**config.mk**
```make
export PLATFORM = sky130hd
export DESIGN_NAME = dmem_arbiter
export DESIGN_NICKNAME = d
export VERILOG_FILES = /design/src/rtl/dmem_arbiter.sv
export SDC_FILE = /design/constraint.sdc
export NUM_CORES = 1
export LEC_CHECK = 0
export ABC_AREA = 1
export ABC_CLOCK_PERIOD_IN_PS = 1930
export CELL_PAD_IN_SITES_DETAIL_PLACEMENT = 1
export CELL_PAD_IN_SITES_GLOBAL_PLACEMENT = 1
export CORE_AREA = 5 5 248 250
export DETAILED_ROUTE_END_ITERATION = 8
export DIE_AREA = 0 0 253 255
export GPL_ROUTABILITY_DRIVEN = 0
export PLACE_DENSITY_LB_ADDON = 0.1
export SYNTH_ARGS = -nofsm -noshare
export SYNTH_HDL_FRONTEND = slang
export SYNTH_SLANG_ARGS = --single-unit
```
**constraint.sdc**
```tcl
create_clock -name i_clk -period 1.93 [get_ports i_clk]
set_clock_uncertainty 0.1 [all_clocks]
set_input_delay 0.2895 -clock i_clk [delete_from_list [all_inputs] [get_ports i_clk]]
set_output_delay 0.2895 -clock i_clk [all_outputs]
set_load 0.01 [all_outputs]
```
**src/rtl/dmem_arbiter.sv**
```systemverilog
// Two-requester arbiter and sequencer for the single-port data memory.
// One access in flight; the strobe cycle and the response pulse are both registered.
module dmem_arbiter #(
    parameter int ADDR_W    = 64,
    parameter int DATA_W    = 64,
    parameter int MEM_BYTES = 1024
) (
    input  logic              i_clk,
    input  logic              i_rst_n,

    input  logic              i_req0_valid,
    output logic              o_req0_ready,
    input  logic              i_req0_we,
    input  logic [ADDR_W-1:0] i_req0_addr,
    input  logic [DATA_W-1:0] i_req0_wdata,
    output logic              o_rsp0_valid,
    output logic [DATA_W-1:0] o_rsp0_rdata,
    output logic              o_rsp0_err,

    input  logic              i_req1_valid,
    output logic              o_req1_ready,
    input  logic              i_req1_we,
    input  logic [ADDR_W-1:0] i_req1_addr,
    input  logic [DATA_W-1:0] i_req1_wdata,
    output logic              o_rsp1_valid,
    output logic [DATA_W-1:0] o_rsp1_rdata,
    output logic              o_rsp1_err,

    output logic [ADDR_W-1:0] o_mem_r_addr,
    output logic [ADDR_W-1:0] o_mem_w_addr,
    output logic [DATA_W-1:0] o_mem_data,
    output logic              o_mem_read,
    output logic              o_mem_write,
    input  logic              i_mem_valid,
    input  logic [DATA_W-1:0] i_mem_data
);

    localparam logic [ADDR_W-1:0] LAST_ADDR = ADDR_W'(MEM_BYTES - 8);

    typedef enum logic [1:0] {
        IDLE,
        MEM,
        RSP
    } state_t;

    typedef struct packed {
        logic              owner;
        logic              we;
        logic              err;
        logic [ADDR_W-1:0] addr;
        logic [DATA_W-1:0] wdata;
    } cmd_t;

    state_t            state;
    logic              prio;
    logic              cmd_owner;
    logic              cmd_we;
    logic              cmd_err;

    logic              window;
    logic              grant0;
    logic              grant1;
    logic              accept;
    cmd_t              req;
    logic              mem_fail;
    logic [DATA_W-1:0] rsp_data;

    // Ready is a pure function of the valids, so a loser is told this cycle.
    always_comb begin
        window = i_rst_n && (state == IDLE || state == RSP);
        grant0 = i_req0_valid && (!prio || !i_req1_valid);
        grant1 = i_req1_valid && (prio || !i_req0_valid);
        accept = window && (grant0 || grant1);
    end

    assign o_req0_ready = window && grant0;
    assign o_req1_ready = window && grant1;

    always_comb begin
        req = '0;
        if (grant0) begin
            req.owner = 1'b0;
            req.we    = i_req0_we;
            req.addr  = i_req0_addr;
            req.wdata = i_req0_wdata;
        end else begin
            req.owner = 1'b1;
            req.we    = i_req1_we;
            req.addr  = i_req1_addr;
            req.wdata = i_req1_wdata;
        end
        req.err = (req.addr[2:0] != 3'd0) || (req.addr > LAST_ADDR);
    end

    always_comb begin
        mem_fail = cmd_err || !i_mem_valid;
        rsp_data = (mem_fail || cmd_we) ? '0 : i_mem_data;
    end

    always_ff @(posedge i_clk or negedge i_rst_n) begin
        if (!i_rst_n) begin
            state        <= IDLE;
            prio         <= 1'b0;
            cmd_owner    <= 1'b0;
            cmd_we       <= 1'b0;
            cmd_err      <= 1'b0;
            o_mem_read   <= 1'b0;
            o_mem_write  <= 1'b0;
            o_mem_r_addr <= '0;
            o_mem_w_addr <= '0;
            o_mem_data   <= '0;
            o_rsp0_valid <= 1'b0;
            o_rsp0_err   <= 1'b0;
            o_rsp0_rdata <= '0;
            o_rsp1_valid <= 1'b0;
            o_rsp1_err   <= 1'b0;
            o_rsp1_rdata <= '0;
        end else begin
            o_mem_read   <= 1'b0;
            o_mem_write  <= 1'b0;
            o_mem_r_addr <= '0;
            o_mem_w_addr <= '0;
            o_mem_data   <= '0;
            o_rsp0_valid <= 1'b0;
            o_rsp0_err   <= 1'b0;
            o_rsp0_rdata <= '0;
            o_rsp1_valid <= 1'b0;
            o_rsp1_err   <= 1'b0;
            o_rsp1_rdata <= '0;
            unique case (state)
                IDLE, RSP: begin
                    if (accept) begin
                        state     <= MEM;
                        prio      <= ~req.owner;
                        cmd_owner <= req.owner;
                        cmd_we    <= req.we;
                        cmd_err   <= req.err;
                        // Illegal addresses never reach the memory pins.
                        if (!req.err) begin
                            if (req.we) begin
                                o_mem_write  <= 1'b1;
                                o_mem_w_addr <= req.addr;
                                o_mem_data   <= req.wdata;
                            end else begin
                                o_mem_read   <= 1'b1;
                                o_mem_r_addr <= req.addr;
                            end
                        end
                    end else begin
                        state <= IDLE;
                    end
                end
                MEM: begin
                    state <= RSP;
                    if (cmd_owner) begin
                        o_rsp1_valid <= 1'b1;
                        o_rsp1_err   <= mem_fail;
                        o_rsp1_rdata <= rsp_data;
                    end else begin
                        o_rsp0_valid <= 1'b1;
                        o_rsp0_err   <= mem_fail;
                        o_rsp0_rdata <= rsp_data;
                    end
                end
                default: state <= IDLE;
            endcase
        end
    end

endmodule

```
==> metrics list <==
- Starting density of the core: 20.4%
- In the post-route analysis, the smallest setup slack over all paths is -281 ps.
- GR Overflow Total: 0
- Standard cell area after detailed placement: 20,200 µm²
* Tot GR Track Use: between 10% and 20%
- Worst relative slew slack: 44.3%
- After detailed routing, the average wire length per cell comes to 20.1 µm.
- Total number of vias: 10,300
* Max clock buf depth: 3
- Along the worst path, the maximum fanout reaches 13.
- Nature of the critical path startpoint: register
- Met3 usage in global routing: 7.58%
* Kind of cell adding the most delay to the critical path: simple AND/OR/NAND/NOR gates
* Sequential element share of the synthesized area: 69.1%
- Synthesis instantiated 24 different standard cells from the library.
* Total detailed-routing wirelength: 53,800 µm
- Power, Total: 17.6 mW
* Fin crit share: 115%
- Of all flip-flops after synthesis, the portion carrying an async set or reset was 100%.
- Summed instance area of the synthesized netlist: 12,000 µm²
- Max rail drop VDD: 0.597 mV
* Setup Viol. Count Final: 83
- Global routing usage on met1: 16.5%
- Top flip-flop cell by instance count after synthesis: dfrtp_1
- At the pin with the least slew margin, the transition time is 836 ps.
* Most heavily used metal layer in global routing: met2
* TritonCTS clock tree: built
- The die is 253 µm wide.
- After layout, the minimum clock period comes to 2210 ps.
- Global routing usage on met2: 28.6%
- RSZ-0062 raised after global routing: yes
- Signed area change from the synthesized netlist to the final layout: 81.4%
- The via count of the first global-routing pass came to 11,500.
- The die covers 64,500 µm².
* Final #Nets: 2,202
- After clock tree synthesis, the clock-pin slew on the worst setup and hold paths is 50 ps.
* Synthesis Warnings: 0
* Number of instances in the placed design: 2,597
- Power spread over the standard cell area amounts to 807 nW/µm².
- The tree is rooted in a clkbuf_16.
- The signal on the critical path passes through nand2_4 -> nand2_8 -> buf_12 -> nand2_2 -> nand2_1 -> nor2_1 -> nand2_1 -> nor2_2 -> nand2_2 -> nor2_4 -> nand3_4 -> buf_12 -> clkbuf_16 -> nor2_2.
- Count of non-filler cells in the finished layout: 2,681
- Clock latency reported for the late side of the worst-skew pair: ~540 ps
- In the layout the commonest cells are 620 x clkdlybuf4s50_1, 331 x dfrtp_1, 182 x nand2_1, 150 x nor2_1, 114 x conb_1.
- Deepest level of the CTS H-tree: 2
* Failing checks: setup timing
- Before antenna repair, the detailed router went through 4 iterations.
- Antenna violations before repair: 9
- In this run, CTS created clock tree buffers numbering 40.
- Together, buffers and inverters on the worst path number 3.
- The HPWL after detailed placement is 42,900 µm.
* Count of pins over their slew limit: 0
- CTS saw 332 sinks.
* EDFF count, synth: 0
- MaxCap Viol Count: 0
* Routed vias/inst: 3.83
* Floorplan row count: 89
- The path class of the tightest hold or removal check is input port to register.
- The analysis attributes to cell leakage a power of 10.3 nW.
- The finished cells cover between 20,000 and 25,000 µm².
- Area of the core: 58,800 µm²
- Wire length of the first global-routing pass: 75,600 µm
* Type of the worst setup path: register to register
- Entering global routing, the biggest net connects 155 pins.
- Input/output buffers: 654
- Derived from the worst setup path, the maximum achievable clock frequency is 452 MHz.
* Detailed Route Iter0 Violations: 243
- Most common cell after layout, fill and taps aside: clkdlybuf4s50_1
* Synthesized area per cell: 11.3 µm²
- DRT antenna net count: 0
- Synthesis produced a netlist whose cell count is 1,064.
* Outcome: finished, violations left
* Arrival time at the worst endpoint: 2580 ps
- Vertical die dimension: 255 µm
* Cell at the slowest stage of the critical path: dfrtp_2
* Fraction of layout cells with a size suffix above 1: 14.5%
- Number of failing hold endpoints at the final stage: 0
- Data on the critical path is required at its endpoint by 2300 ps.
* Maximum single-stage delay on the critical path: 430 ps
- Io pins: 655
- After detailed routing, the number of remaining DRC violations is 0.
* Post-synthesis sequential element count: around 330
- STA classifies the critical path endpoint as a register.
## where the power goes
| part | internal, mW | switching (mW) | leakage, nW |
|---|---|---|---|
| registers | 7.17 | 0.0657 | 4.36 |
| clock network | 4.40 | 2.99 | 0.638 |
| logic | 1.51 | 1.45 | 5.27 |
| total | 13.1 | 4.51 | 10.3 |
## routing by layer
layer	vias to the layer above	part of all wire, %
li1	4768	-
met1	5036	34
met2	388	52
met3	66	11
met4	12	2.3
met5	-	0.17
## logic make-up (layout without fill, tap and decap cells)
family | Yosys count | count (layout) | share of synthesized area (%)
AOI/OAI and AO/OA | 9 | 9 | 0.375
and+or+nand+nor | 494 | 494 | 18.1
other | 1 | 119 | 0.0312
muxes | 71 | 71 | 6.58
buffers and inverters | 157 | 883 | 5.78
DFF | 332 | 332 | 69.1
## through the flow
| step | util [%] | hold slack, ps | TNS [ps] | setup WS [ps] |
|---|---|---|---|---|
| after floorplan | - | -106 | -683 | -10.1 |
| after global placement | 34.3 | 303 | -52750 | -665 |
| after detailed placement | 34.3 | 322 | -59080 | -753 |
| after CTS | 36.7 | 122 | -21260 | -296 |
| after global routing | 37.1 | 134 | -31770 | -412 |
| final | 37.1 | 159 | -19940 | -281 |
## layout make-up
class | count | area [µm²]
fill | 6558 | 37000
sequential | 332 | 8310
timing repair buffer | 710 | 7310
multi-input combinational | 688 | 3520
clock buffer | 60 | 1190
tap | 773 | 967
inverter | 103 | 387
clock inverter | 10 | 111
antenna | 5 | 12.5
## cell usage after synthesis, types with 2 or more instances
| cell | number | area share (%) |
|---|---|---|
| mux2i_1 | 7 | 0.58 |
| nor2_1 | 157 | 4.9 |
| inv_1 | 102 | 3.2 |
| o21ai_1 | 4 | 0.17 |
| buf_6 | 12 | 1.1 |
| mux2_2 | 64 | 6.0 |
| nand3b_1 | 8 | 0.50 |
| nand3_1 | 47 | 2.0 |
| nand2_2 | 2 | 0.10 |
| nor3_1 | 21 | 0.87 |
| o21ai_0 | 4 | 0.17 |
| clkbuf_1 | 27 | 0.84 |
| buf_1 | 5 | 0.16 |
| buf_2 | 9 | 0.37 |
| nand2_1 | 185 | 5.8 |
| dfrtp_1 | 332 | 69 |
| nand4_1 | 2 | 0.10 |
| nor2_2 | 70 | 3.6 |
## final timing paths
kind                                from          endpoint  slack [ps]  cells past startpoint
min in group asynchronous        i_rst_n  o_mem_r_addr[46]         470                      4
worst max register to register      prio   o_mem_w_addr[7]        -280                     14
worst min-delay path             i_rst_n              prio         160                      4
worst min register to register  state[1]          state[1]         320                      1
max in group asynchronous        i_rst_n              prio         580                      4
worst max-delay path                prio   o_mem_w_addr[7]        -280                     14
## worst register-to-register path: stages, from the launching register on
cell and delay [ps]:
dfrtp_2 430, nand2_4 140, nand2_8 90, buf_12 160, nand2_2 50, nand2_1 40, nor2_1 120, nand2_1 90
nor2_2 130, nand2_2 80, nor2_4 170, nand3_4 100, buf_12 170, clkbuf_16 200, nor2_2 70
## sequential cells by signal, indices dropped and copies added, names as in the netlist
register	flops
o_mem_w_addr	64
o_mem_r_addr	64
o_rsp1_err	1
o_mem_write	1
o_mem_read	1
o_rsp0_rdata	64
o_rsp0_valid	1
o_rsp1_valid	1
o_mem_data	64
o_rsp0_err	1
state	2
cmd_err	1
prio	1
o_rsp1_rdata	64
cmd_owner	1
cmd_we	1
## what timing repair did
item | CTS | global route
hold buffers | 1 | 0
endpoints found under the hold margin | 189 | 0
gates resized for setup | 42 | 31
cloned | 2 | 4
pin swaps | 2 | 7
endpoints found under the setup margin | 101 | 97
buffers inserted | 1 | 1
Power figures use the tool's default switching activity.
